`src/rtl/pixel_writer_pkg.sv`:
```
// Shared geometry defaults, state encoding and the downscale keep rule
// for the pixel writer.
package pixel_writer_pkg;

  localparam int FACTOR_DEF  = 2;
  localparam int HEIGHT_DEF  = 30;
  localparam int WIDTH_DEF   = 30;
  localparam int BPP_DEF     = 3;
  localparam int PIXELS_DEF  = HEIGHT_DEF * WIDTH_DEF;
  localparam int ADDR_SH_DEF = PIXELS_DEF / (FACTOR_DEF ** 2);
  localparam int ADDR_W      = 10;

  typedef enum logic [1:0] {
    ST_IDLE    = 2'd0,
    ST_COLLECT = 2'd1,
    ST_EMIT    = 2'd2,
    ST_DONE    = 2'd3
  } state_e;

  // In shrink mode only the top-left pixel of each FACTOR x FACTOR block survives.
  function automatic logic keep_pixel(input logic sh, input int row, input int col,
                                      input int factor);
    if (!sh) begin
      return 1'b1;
    end else begin
      return ((row % factor) == 0) && ((col % factor) == 0);
    end
  endfunction

endpackage

```
`src/rtl/pixel_writer_packer.sv`:
```
// Byte counter plus shift register: gathers BPP bytes, first byte ending up
// in the most significant position of the pixel word.
module pixel_packer
  import pixel_writer_pkg::*;
#(
  parameter int BPP = BPP_DEF
) (
  input  logic           wr_clk,
  input  logic           rst,
  input  logic           clear,
  input  logic           accept,
  input  logic [7:0]     in_data,
  output logic           last,
  output logic [8*BPP-1:0] pixel
);

  localparam int CNT_W = (BPP > 1) ? $clog2(BPP) : 1;
  localparam int PIX_W = 8 * BPP;

  logic [CNT_W-1:0] cnt_q, cnt_d, idx_s;
  logic [PIX_W-1:0] shreg_q, shreg_d, base_s;

  // Next byte index, assembled pixel and register updates.
  always_comb begin
    idx_s   = clear ? '0 : cnt_q;
    base_s  = clear ? '0 : shreg_q;
    last    = (idx_s == CNT_W'(BPP - 1));
    pixel   = (base_s << 8) | PIX_W'(in_data);
    cnt_d   = cnt_q;
    shreg_d = shreg_q;
    if (accept) begin
      cnt_d   = last ? '0 : idx_s + 1'b1;
      shreg_d = pixel;
    end else begin
      cnt_d   = cnt_q;
      shreg_d = shreg_q;
    end
  end

  // Byte counter and shift register state.
  always_ff @(posedge wr_clk) begin
    if (rst) begin
      cnt_q   <= '0;
      shreg_q <= '0;
    end else begin
      cnt_q   <= cnt_d;
      shreg_q <= shreg_d;
    end
  end

endmodule

```
`src/rtl/pixel_writer.sv`:
```
// Packs an incoming byte stream into pixels and writes them to a frame
// buffer, optionally downscaling by FACTOR in both dimensions.
module pixel_writer
  import pixel_writer_pkg::*;
#(
  parameter int FACTOR  = FACTOR_DEF,
  parameter int HEIGHT  = HEIGHT_DEF,
  parameter int WIDTH   = WIDTH_DEF,
  parameter int BPP     = BPP_DEF,
  parameter int PIXELS  = HEIGHT * WIDTH,
  parameter int ADDR_SH = PIXELS / (FACTOR ** 2)
) (
  input  logic              wr_clk,
  input  logic              rst,
  input  logic              sh_en,
  input  logic              in_valid,
  input  logic [7:0]        in_data,
  output logic              in_ready,
  output logic              wr_en,
  output logic [ADDR_W-1:0] wr_addr,
  output logic [8*BPP-1:0]  write_data,
  output logic              frame_done,
  output logic              busy
);

  localparam int ROW_W = (HEIGHT > 1) ? $clog2(HEIGHT) : 1;
  localparam int COL_W = (WIDTH > 1) ? $clog2(WIDTH) : 1;

  if (((HEIGHT % FACTOR) != 0) || ((WIDTH % FACTOR) != 0) ||
      (PIXELS > (1 << ADDR_W)) || ((ADDR_SH * FACTOR * FACTOR) != PIXELS)) begin : g_param_check
    $error("pixel_writer: frame geometry does not fit the buffer or the downscale factor");
  end

  state_e            state_q, state_d;
  logic              sh_q, sh_d;
  logic [ROW_W-1:0]  row_q, row_d;
  logic [COL_W-1:0]  col_q, col_d;
  logic [ADDR_W-1:0] out_cnt_q, out_cnt_d;
  logic              wr_en_q, wr_en_d;
  logic [ADDR_W-1:0] wr_addr_q, wr_addr_d;
  logic [8*BPP-1:0]  write_data_q, write_data_d;
  logic              frame_done_q, frame_done_d;
  logic              busy_q, busy_d;

  logic              accept_s, start_s, keep_s, pk_last_s;
  logic [8*BPP-1:0]  pk_pixel_s;

  assign in_ready = ~rst & ((state_q == ST_IDLE) | (state_q == ST_COLLECT));
  assign accept_s = in_valid & in_ready;
  assign start_s  = accept_s & (state_q == ST_IDLE);

  pixel_packer #(.BPP(BPP)) u_packer (
    .wr_clk  (wr_clk),
    .rst     (rst),
    .clear   (start_s),
    .accept  (accept_s),
    .in_data (in_data),
    .last    (pk_last_s),
    .pixel   (pk_pixel_s)
  );

  // Frame sequencing, position tracking and write decision.
  always_comb begin
    state_d      = state_q;
    sh_d         = sh_q;
    row_d        = row_q;
    col_d        = col_q;
    out_cnt_d    = out_cnt_q;
    wr_en_d      = 1'b0;
    wr_addr_d    = wr_addr_q;
    write_data_d = write_data_q;
    frame_done_d = 1'b0;
    busy_d       = busy_q;
    keep_s       = keep_pixel(sh_q, int'(row_q), int'(col_q), FACTOR);

    case (state_q)
      ST_IDLE: begin
        if (accept_s) begin
          sh_d      = sh_en;
          row_d     = '0;
          col_d     = '0;
          out_cnt_d = '0;
          busy_d    = 1'b1;
          if (pk_last_s) begin
            // Single-byte pixels: pixel (0,0) is kept in either mode.
            state_d      = ST_EMIT;
            wr_en_d      = 1'b1;
            wr_addr_d    = '0;
            write_data_d = pk_pixel_s;
          end else begin
            state_d = ST_COLLECT;
          end
        end else begin
          state_d = ST_IDLE;
        end
      end
      ST_COLLECT: begin
        if (accept_s && pk_last_s) begin
          state_d      = ST_EMIT;
          wr_en_d      = keep_s;
          write_data_d = pk_pixel_s;
          if (keep_s) begin
            wr_addr_d = out_cnt_q;
          end else begin
            wr_addr_d = wr_addr_q;
          end
        end else begin
          state_d = ST_COLLECT;
        end
      end
      ST_EMIT: begin
        if (keep_s) begin
          out_cnt_d = out_cnt_q + 1'b1;
        end else begin
          out_cnt_d = out_cnt_q;
        end
        if (col_q == COL_W'(WIDTH - 1)) begin
          col_d = '0;
          if (row_q == ROW_W'(HEIGHT - 1)) begin
            state_d      = ST_DONE;
            frame_done_d = 1'b1;
          end else begin
            row_d   = row_q + 1'b1;
            state_d = ST_COLLECT;
          end
        end else begin
          col_d   = col_q + 1'b1;
          state_d = ST_COLLECT;
        end
      end
      ST_DONE: begin
        busy_d  = 1'b0;
        state_d = ST_IDLE;
      end
      default: begin
        state_d = ST_IDLE;
        busy_d  = 1'b0;
      end
    endcase
  end

  // State, counters and registered outputs.
  always_ff @(posedge wr_clk) begin
    if (rst) begin
      state_q      <= ST_IDLE;
      sh_q         <= 1'b0;
      row_q        <= '0;
      col_q        <= '0;
      out_cnt_q    <= '0;
      wr_en_q      <= 1'b0;
      wr_addr_q    <= '0;
      write_data_q <= '0;
      frame_done_q <= 1'b0;
      busy_q       <= 1'b0;
    end else begin
      state_q      <= state_d;
      sh_q         <= sh_d;
      row_q        <= row_d;
      col_q        <= col_d;
      out_cnt_q    <= out_cnt_d;
      wr_en_q      <= wr_en_d;
      wr_addr_q    <= wr_addr_d;
      write_data_q <= write_data_d;
      frame_done_q <= frame_done_d;
      busy_q       <= busy_d;
    end
  end

  assign wr_en      = wr_en_q;
  assign wr_addr    = wr_addr_q;
  assign write_data = write_data_q;
  assign frame_done = frame_done_q;
  assign busy       = busy_q;

endmodule

```
`config.mk`:
```
export PLATFORM = sky130hd
export DESIGN_NAME = pixel_writer
export DESIGN_NICKNAME = d
export VERILOG_FILES = /design/src/rtl/pixel_writer_pkg.sv /design/src/rtl/pixel_writer_packer.sv /design/src/rtl/pixel_writer.sv
export SDC_FILE = /design/constraint.sdc
export NUM_CORES = 1
export LEC_CHECK = 0
export CAP_MARGIN = 20
export CELL_PAD_IN_SITES_DETAIL_PLACEMENT = 0
export CELL_PAD_IN_SITES_GLOBAL_PLACEMENT = 1
export CORE_ASPECT_RATIO = 0.6
export CORE_MARGIN = 2
export CORE_UTILIZATION = 40
export DETAILED_ROUTE_END_ITERATION = 10
export HOLD_SLACK_MARGIN = 0.02
export PLACE_DENSITY_LB_ADDON = 0.3
export SETUP_SLACK_MARGIN = 0.3
export SYNTH_ARGS = -nofsm -noshare
export SYNTH_HDL_FRONTEND = slang
export SYNTH_SLANG_ARGS = --single-unit
```
`constraint.sdc`:
```
create_clock -name wr_clk -period 2.05 [get_ports wr_clk]
set_input_delay 0.615 -clock wr_clk [delete_from_list [all_inputs] [get_ports wr_clk]]
set_output_delay 0.615 -clock wr_clk [all_outputs]
set_load 0.005 [all_outputs]
```
==> results.toml, run 1 <==
[logic_synthesis]
synth.distinct_cells = 42
ys_seq_area_share_pct = 47.3
synth_edf_count = 0
synth_warnings = 0
yosys_register_bits = 78
ys_dominant_reg_cell = "dfxtp_1"
synthTopCellsByCount = "dfxtp_1, a21oi_1, nor2_1"
synthArstFlopShare_pct = 0
yosys.area.top_type_share_pct = 47.3
synth.avg_cell_area_sq_um = 8.72
synth_most_common_cell = "dfxtp_1"
syn-num-nets = 396
synth.cell_area_sq_um = 3300
syn_inst = 379
synth_area_leader_cell = "dfxtp_1"
synth.area.top_cells = "dfxtp_1, a21oi_1, nand2b_1"

[timing]
rsz0062_at_grt = "yes"
hold-worst-slack_ns = 0.461
tightest_slew_ns = 0.410
fin_skew_ns = 0.00761
fin_crit_ns = 1.71
layout_setup_ws_ns = 0.340
max-slew-margin-rel_pct = 72.6
hold_viol = 0
setup_viol = 0
fmax_ghz = 0.585
finalCritPeriodShare_pct = 83.4
maxSlewViolCount = 0

[setup_path]
r2r-end = "out_cnt_q[7]"
timing.critical_path.buf_inv = 2
cp.arrival_ns = 1.98
crit_family = "simple AND/OR/NAND/NOR gates"
required_ns = 2.32
rrSetupSlack_ns = 0.38
crit_fanout = 6
max_stage_delay_ns = 0.53
worstReg2RegStart = "state_q[1]"
crit_path_end_kind = "flop"
start_kind = "primary input"
critPathKind = "primary input to flop"
r2r_cells = 5
path_cells = "buf_8 -> buf_6 -> nor4b_4 -> a32oi_2 -> or4_1 -> a21oi_1"
cp_slowest_cell = "or4_1"

[floorplan]
core_sq_um = 7950
die-area_sq_um = 9030
die_y_um = 74.4
die_w_um = 121
start_util_pct = 41.6
io_pins = 50
rows = 25

[grt]
grtUsageMet1_pct = 29.2
track_usage_pct = 19.1
use_met3_pct = 6.37
grt_pass1_wl_um = 13400
grt_overflow = 0
met2_usage_pct = 24.7
gr-max-usage-layer = "met1"
grt_max_degree = 33
antenna_found_initial = 0
first_global_vias = 2622

[power]
intPower_mw = 2.59
p_sw_mw = 0.726
clock_power_share_pct = 47.7
swShare_pct = 21.9
p_leak_nw = 1.74
power.density_nw_per_um2 = 762
peakVddDrop_uv = 456
combPwrFrac_pct = 5.5
seqPwrFrac_pct = 46.9

[drt]
drc_errors = 0
viasPerCell = 5.26
drtIter0Drc = 142
routedWlPerCell_um = 14.4
drt_first_pass_iters = 5
vias = 2922
totalWireLength_um = 8000
drtAntennaViolNets = 0

[placement]
hpwl_um = 5470
dp.cells = 538
port_buffers = 49
pre_cts_ws_ns = -0.252
gp_congestion = 0.820

[cells_and_area]
antenna-diode-count = 0
layout.cells.non_filler = 555
area_delta_synth_final_pct = 31.8
drive_gt1_share_pct = 15.7
nFillCells = 761
nets = 459

[clock_network]
cts_sinks = 78
insertion_delay_ns = 0.33
htree_num_levels = 3
cts_root_buffer = "clkbuf_16"
cts.path.max_buffers = 2
cts-buffers-inserted = 9
cts_hold_buffers = 0
cts_tree = "built"
cts.clk_slew.worst_paths_ns = 0.06

[hold_path]
min_from = "wr_addr[3]"
whs_path_depth = 2
whs_endpoint = "wr_addr[3]"
min_path_type = "flop to flop"

[flow_run]
maxCapViolations = 0

[run_status]
status = "finished clean"
## stage by stage
step / instance area [sq um] / utilization, % / power [mW] / TNS (ns)
after floorplan: 3350 / - / 1.68 / 0
after global placement: 4050 / 50.9 / 1.77 / -8.30
after detailed placement: 4050 / 50.9 / 1.77 / -9.36
after CTS: 4320 / 54.3 / 3.35 / 0
after global routing: 4360 / 54.8 / 3.44 / 0
final: 4360 / 54.8 / 3.32 / 0
## repair_timing
action                     in CTS  in global routing
pin swaps                       1                  4
gates resized for setup        49                 13
setup endpoints to repair      89                 27
setup buffers                   0                  1
## flip-flops by register name (all words and copies together), names as in the netlist
register and cells:
frame_done 1, u_packer.shreg_q 16, u_packer.cnt_q 2, out_cnt_q 10, busy 1, col_q 5, write_data 24, wr_addr 10
sh_q 1, state_q 2, wr_en 1, row_q 5
## cell usage in the layout (no fill, tap or decap), types with 5 or more instances in the layout
| master | synthesis | final |
|---|---|---|
| clkdlybuf4s50_1 | 0 | 9 |
| or3_1 | 9 | 9 |
| nand3_1 | 24 | 24 |
| dfxtp_1 | 78 | 69 |
| inv_1 | 9 | 9 |
| nand2b_1 | 31 | 31 |
| clkbuf_16 | 0 | 9 |
| dfxtp_2 | 0 | 8 |
| a21oi_1 | 44 | 43 |
| nor4b_1 | 17 | 15 |
| nor2_1 | 35 | 33 |
| mux2i_1 | 12 | 12 |
| o21ai_0 | 29 | 28 |
| dlygate4sd2_1 | 0 | 37 |
| ha_1 | 5 | 5 |
| nand2_1 | 19 | 19 |
| buf_4 | 0 | 27 |
| or4_1 | 5 | 5 |
## per-layer routing
layer	part of all wire [%]	wire length, um
met1	55	4370
met2	38	3070
met3	6.2	495
met4	0.81	65
met5	0	0
## worst max-delay path by stage
stage | startpoint | end | slack (ns) | depth (start not counted)
final | rst | out_cnt_q[7] | 0.34 | 6
after global routing | rst | out_cnt_q[7] | 0.27 | 6
after CTS | wr_en | wr_en | 0.31 | 1
after detailed placement | in_valid | out_cnt_q[7] | -0.25 | 5
after global placement | in_valid | out_cnt_q[7] | -0.23 | 5
after floorplan | rst | out_cnt_q[7] | 0.17 | 5
## power groups by stage
stage	sequential, mW	clock, mW	combinational (mW)
2_1_floorplan	1.58	0	0.0989
3_3_place_gp	1.59	0	0.176
3_5_place_dp	1.59	0	0.178
4_1_cts	1.56	1.62	0.178
5_1_grt	1.56	1.68	0.200
6_report	1.56	1.58	0.181
## worst reg2reg max path, cell delays in order, from the launching register on
cell     delay, ns
dfxtp_4       0.37
buf_6         0.13
nor4b_4       0.25
a32oi_2       0.20
or4_1         0.53
a21oi_1       0.12
## cells by family (layout without fill, tap and decap cells)
logic type | Yosys count | in the layout | share of synthesized area [%]
flip-flops | 78 | 78 | 47.3
AND/OR/NAND/NOR | 159 | 159 | 27.6
AO/OA/AOI/OAI | 88 | 88 | 14.8
adder cells (fa/ha/maj) | 5 | 5 | 1.89
buffers and inverters | 37 | 105 | 4.73
multiplexers | 12 | 12 | 3.64
## cell type report
| cell class | count | area (sq um) | area share (%) |
|---|---|---|---|
| Clock buffer | 10 | 239 | 5.49 |
| Tap cell | 108 | 135 | 3.10 |
| Clock inverter | 6 | 61.3 | 1.41 |
| Sequential cell | 78 | 1580 | 36.2 |
| Timing Repair Buffer | 80 | 693 | 15.9 |
| Inverter | 9 | 33.8 | 0.775 |
| Multi-Input combinational cell | 264 | 1620 | 37.2 |
No activity file was read; power rests on OpenSTA's default activity.
==> run 2, diff against run 1 <==
Clock period 2.05 ns to 1.65 ns, I/O delays scaled along.
==> results.toml, run 2 (synthesis gave the netlist of run 1 again) <==
[run_status]
status = "finished, violations left"
violations = "setup timing"

[floorplan]
die_w_um = 121
start_util_pct = 41.6
core_sq_um = 7950
die-area_sq_um = 9030
io_pins = 50
rows = 25
die_y_um = 74.4

[cells_and_area]
layout_commonest_cell = "buf_4"
nets = 518
mostFrequentLayoutCells = "buf_4, dfxtp_2, buf_2, dfxtp_1"
largest_reg_flops = 24
antenna-diode-count = 0
drive_gt1_share_pct = 60.8
area_delta_synth_final_pct = 72.8

[drt]
viasPerCell = 5.43
routedWlPerCell_um = 18.8
drc_errors = 0
drtAntennaViolNets = 0
vias = 3327
totalWireLength_um = 11500
drt_first_pass_iters = 5
drtIter0Drc = 298

[power]
p_sw_mw = 1.00
clock_power_share_pct = 49.4
p_leak_nw = 2.15
seqPwrFrac_pct = 42.4
power.density_nw_per_um2 = 798
swShare_pct = 22.0
combPwrFrac_pct = 8.2
intPower_mw = 3.55
peakVddDrop_uv = 460

[timing]
hold_viol = 0
hold-worst-slack_ns = 0.467
rsz0062_at_grt = "yes"
finalCritPeriodShare_pct = 102
layout_setup_ws_ns = -0.0266
tightest_slew_ns = 0.355
fin_skew_ns = 0.00611
setup_viol = 4
fin_crit_ns = 1.68
fin_tns_setup_ns = -0.0619
maxSlewViolCount = 0
max-slew-margin-rel_pct = 76.1
fmax_ghz = 0.596

[setup_path]
r2r-end = "row_q[4]"
critPathKind = "flop to flop"
required_ns = 1.90
crit_path_end_kind = "flop"
crit_fanout = 5
rrSetupSlack_ns = -0.03
r2r_cells = 6
worstReg2RegStart = "state_q[0]"
start_kind = "flop"
cp.arrival_ns = 1.93

[clock_network]
cts.clk_slew.worst_paths_ns = 0.06
insertion_delay_ns = 0.33
htree_num_levels = 3
cts.path.max_buffers = 2
cts_tree = "built"
cts_sinks = 78
cts_hold_buffers = 0
cts_root_buffer = "clkbuf_16"
cts-buffers-inserted = 9

[placement]
gp_congestion = 0.778
port_buffers = 49
hpwl_um = 5720

[hold_path]
whs_path_depth = 2
min_from = "wr_addr[7]"
whs_endpoint = "wr_addr[7]"
min_path_type = "flop to flop"

[grt]
antenna_found_initial = 0
grt_pass1_wl_um = 15500
first_global_vias = 2920
grt_max_degree = 26
grt_overflow = 0
track_usage_pct = 22.3

[flow_run]
maxCapViolations = 0
-- run 2: how the worst max path moves through the flow --
stage | from | endpoint | slack [ns]
after floorplan | rst | out_cnt_q[7] | -0.11
after global placement | in_valid | out_cnt_q[5] | -0.55
after detailed placement | in_valid | out_cnt_q[5] | -0.64
after CTS | state_q[1] | out_cnt_q[5] | 0.03
after global routing | state_q[0] | row_q[4] | -0.11
final | state_q[0] | row_q[4] | -0.03
-- run 2: routing by layer --
metal	track usage, %	up-vias	routed length [um]
met4	7.02	0	88
met5	0	-	0
met3	4.68	9	736
met1	33.0	1608	5190
met2	32.5	109	5520
li1	-	1601	-
-- run 2: final cells by class --
type / instances / area [sq um]
Clock inverter: 6 / 111
Tap cell: 108 / 135
Clock buffer: 9 / 225
Fill cell: 566 / 2240
Multi-Input combinational cell: 267 / 2360
Timing Repair Buffer: 136 / 1210
Inverter: 9 / 33.8
Sequential cell: 78 / 1630
-- run 2: metrics by stage --
step | instance area [sq um] | instances | power, mW | worst slack [ns] | util (%)
2_1_floorplan | 3470 | 379 | 2.09 | -0.114 | -
4_1_cts | 4910 | 586 | 4.48 | 0.0343 | 61.9
5_1_grt | 5710 | 613 | 4.70 | -0.106 | 71.9
6_report | 5710 | 613 | 4.56 | -0.0266 | 71.9
3_5_place_dp | 4190 | 543 | 2.20 | -0.638 | 52.7
3_3_place_gp | 4190 | 543 | 2.20 | -0.552 | 52.7
-- run 2: worst max-delay path, stage by stage (launching register included) --
cell and delay [ns]:
dfxtp_4 0.41, buf_4 0.16, nand4b_1 0.17, buf_4 0.16, nand4_1 0.11, or4_1 0.42
a21oi_1 0.18
-- run 2: power by group through the flow --
stage	Clock [mW]	Sequential [mW]	Combinational (mW)
after global routing	2.37	1.93	0.398
after detailed placement	0	1.97	0.228
after CTS	2.28	1.93	0.273
after floorplan	0	1.96	0.127
after global placement	0	1.97	0.227
final	2.25	1.93	0.376
-- run 2: repair_timing --
item,in CTS,in global routing
endpoints found under the hold margin,0,0
buffers inserted,23,21
gates cloned,5,6
setup endpoints to repair,116,80
pin swaps,22,49
gates resized for setup,245,130
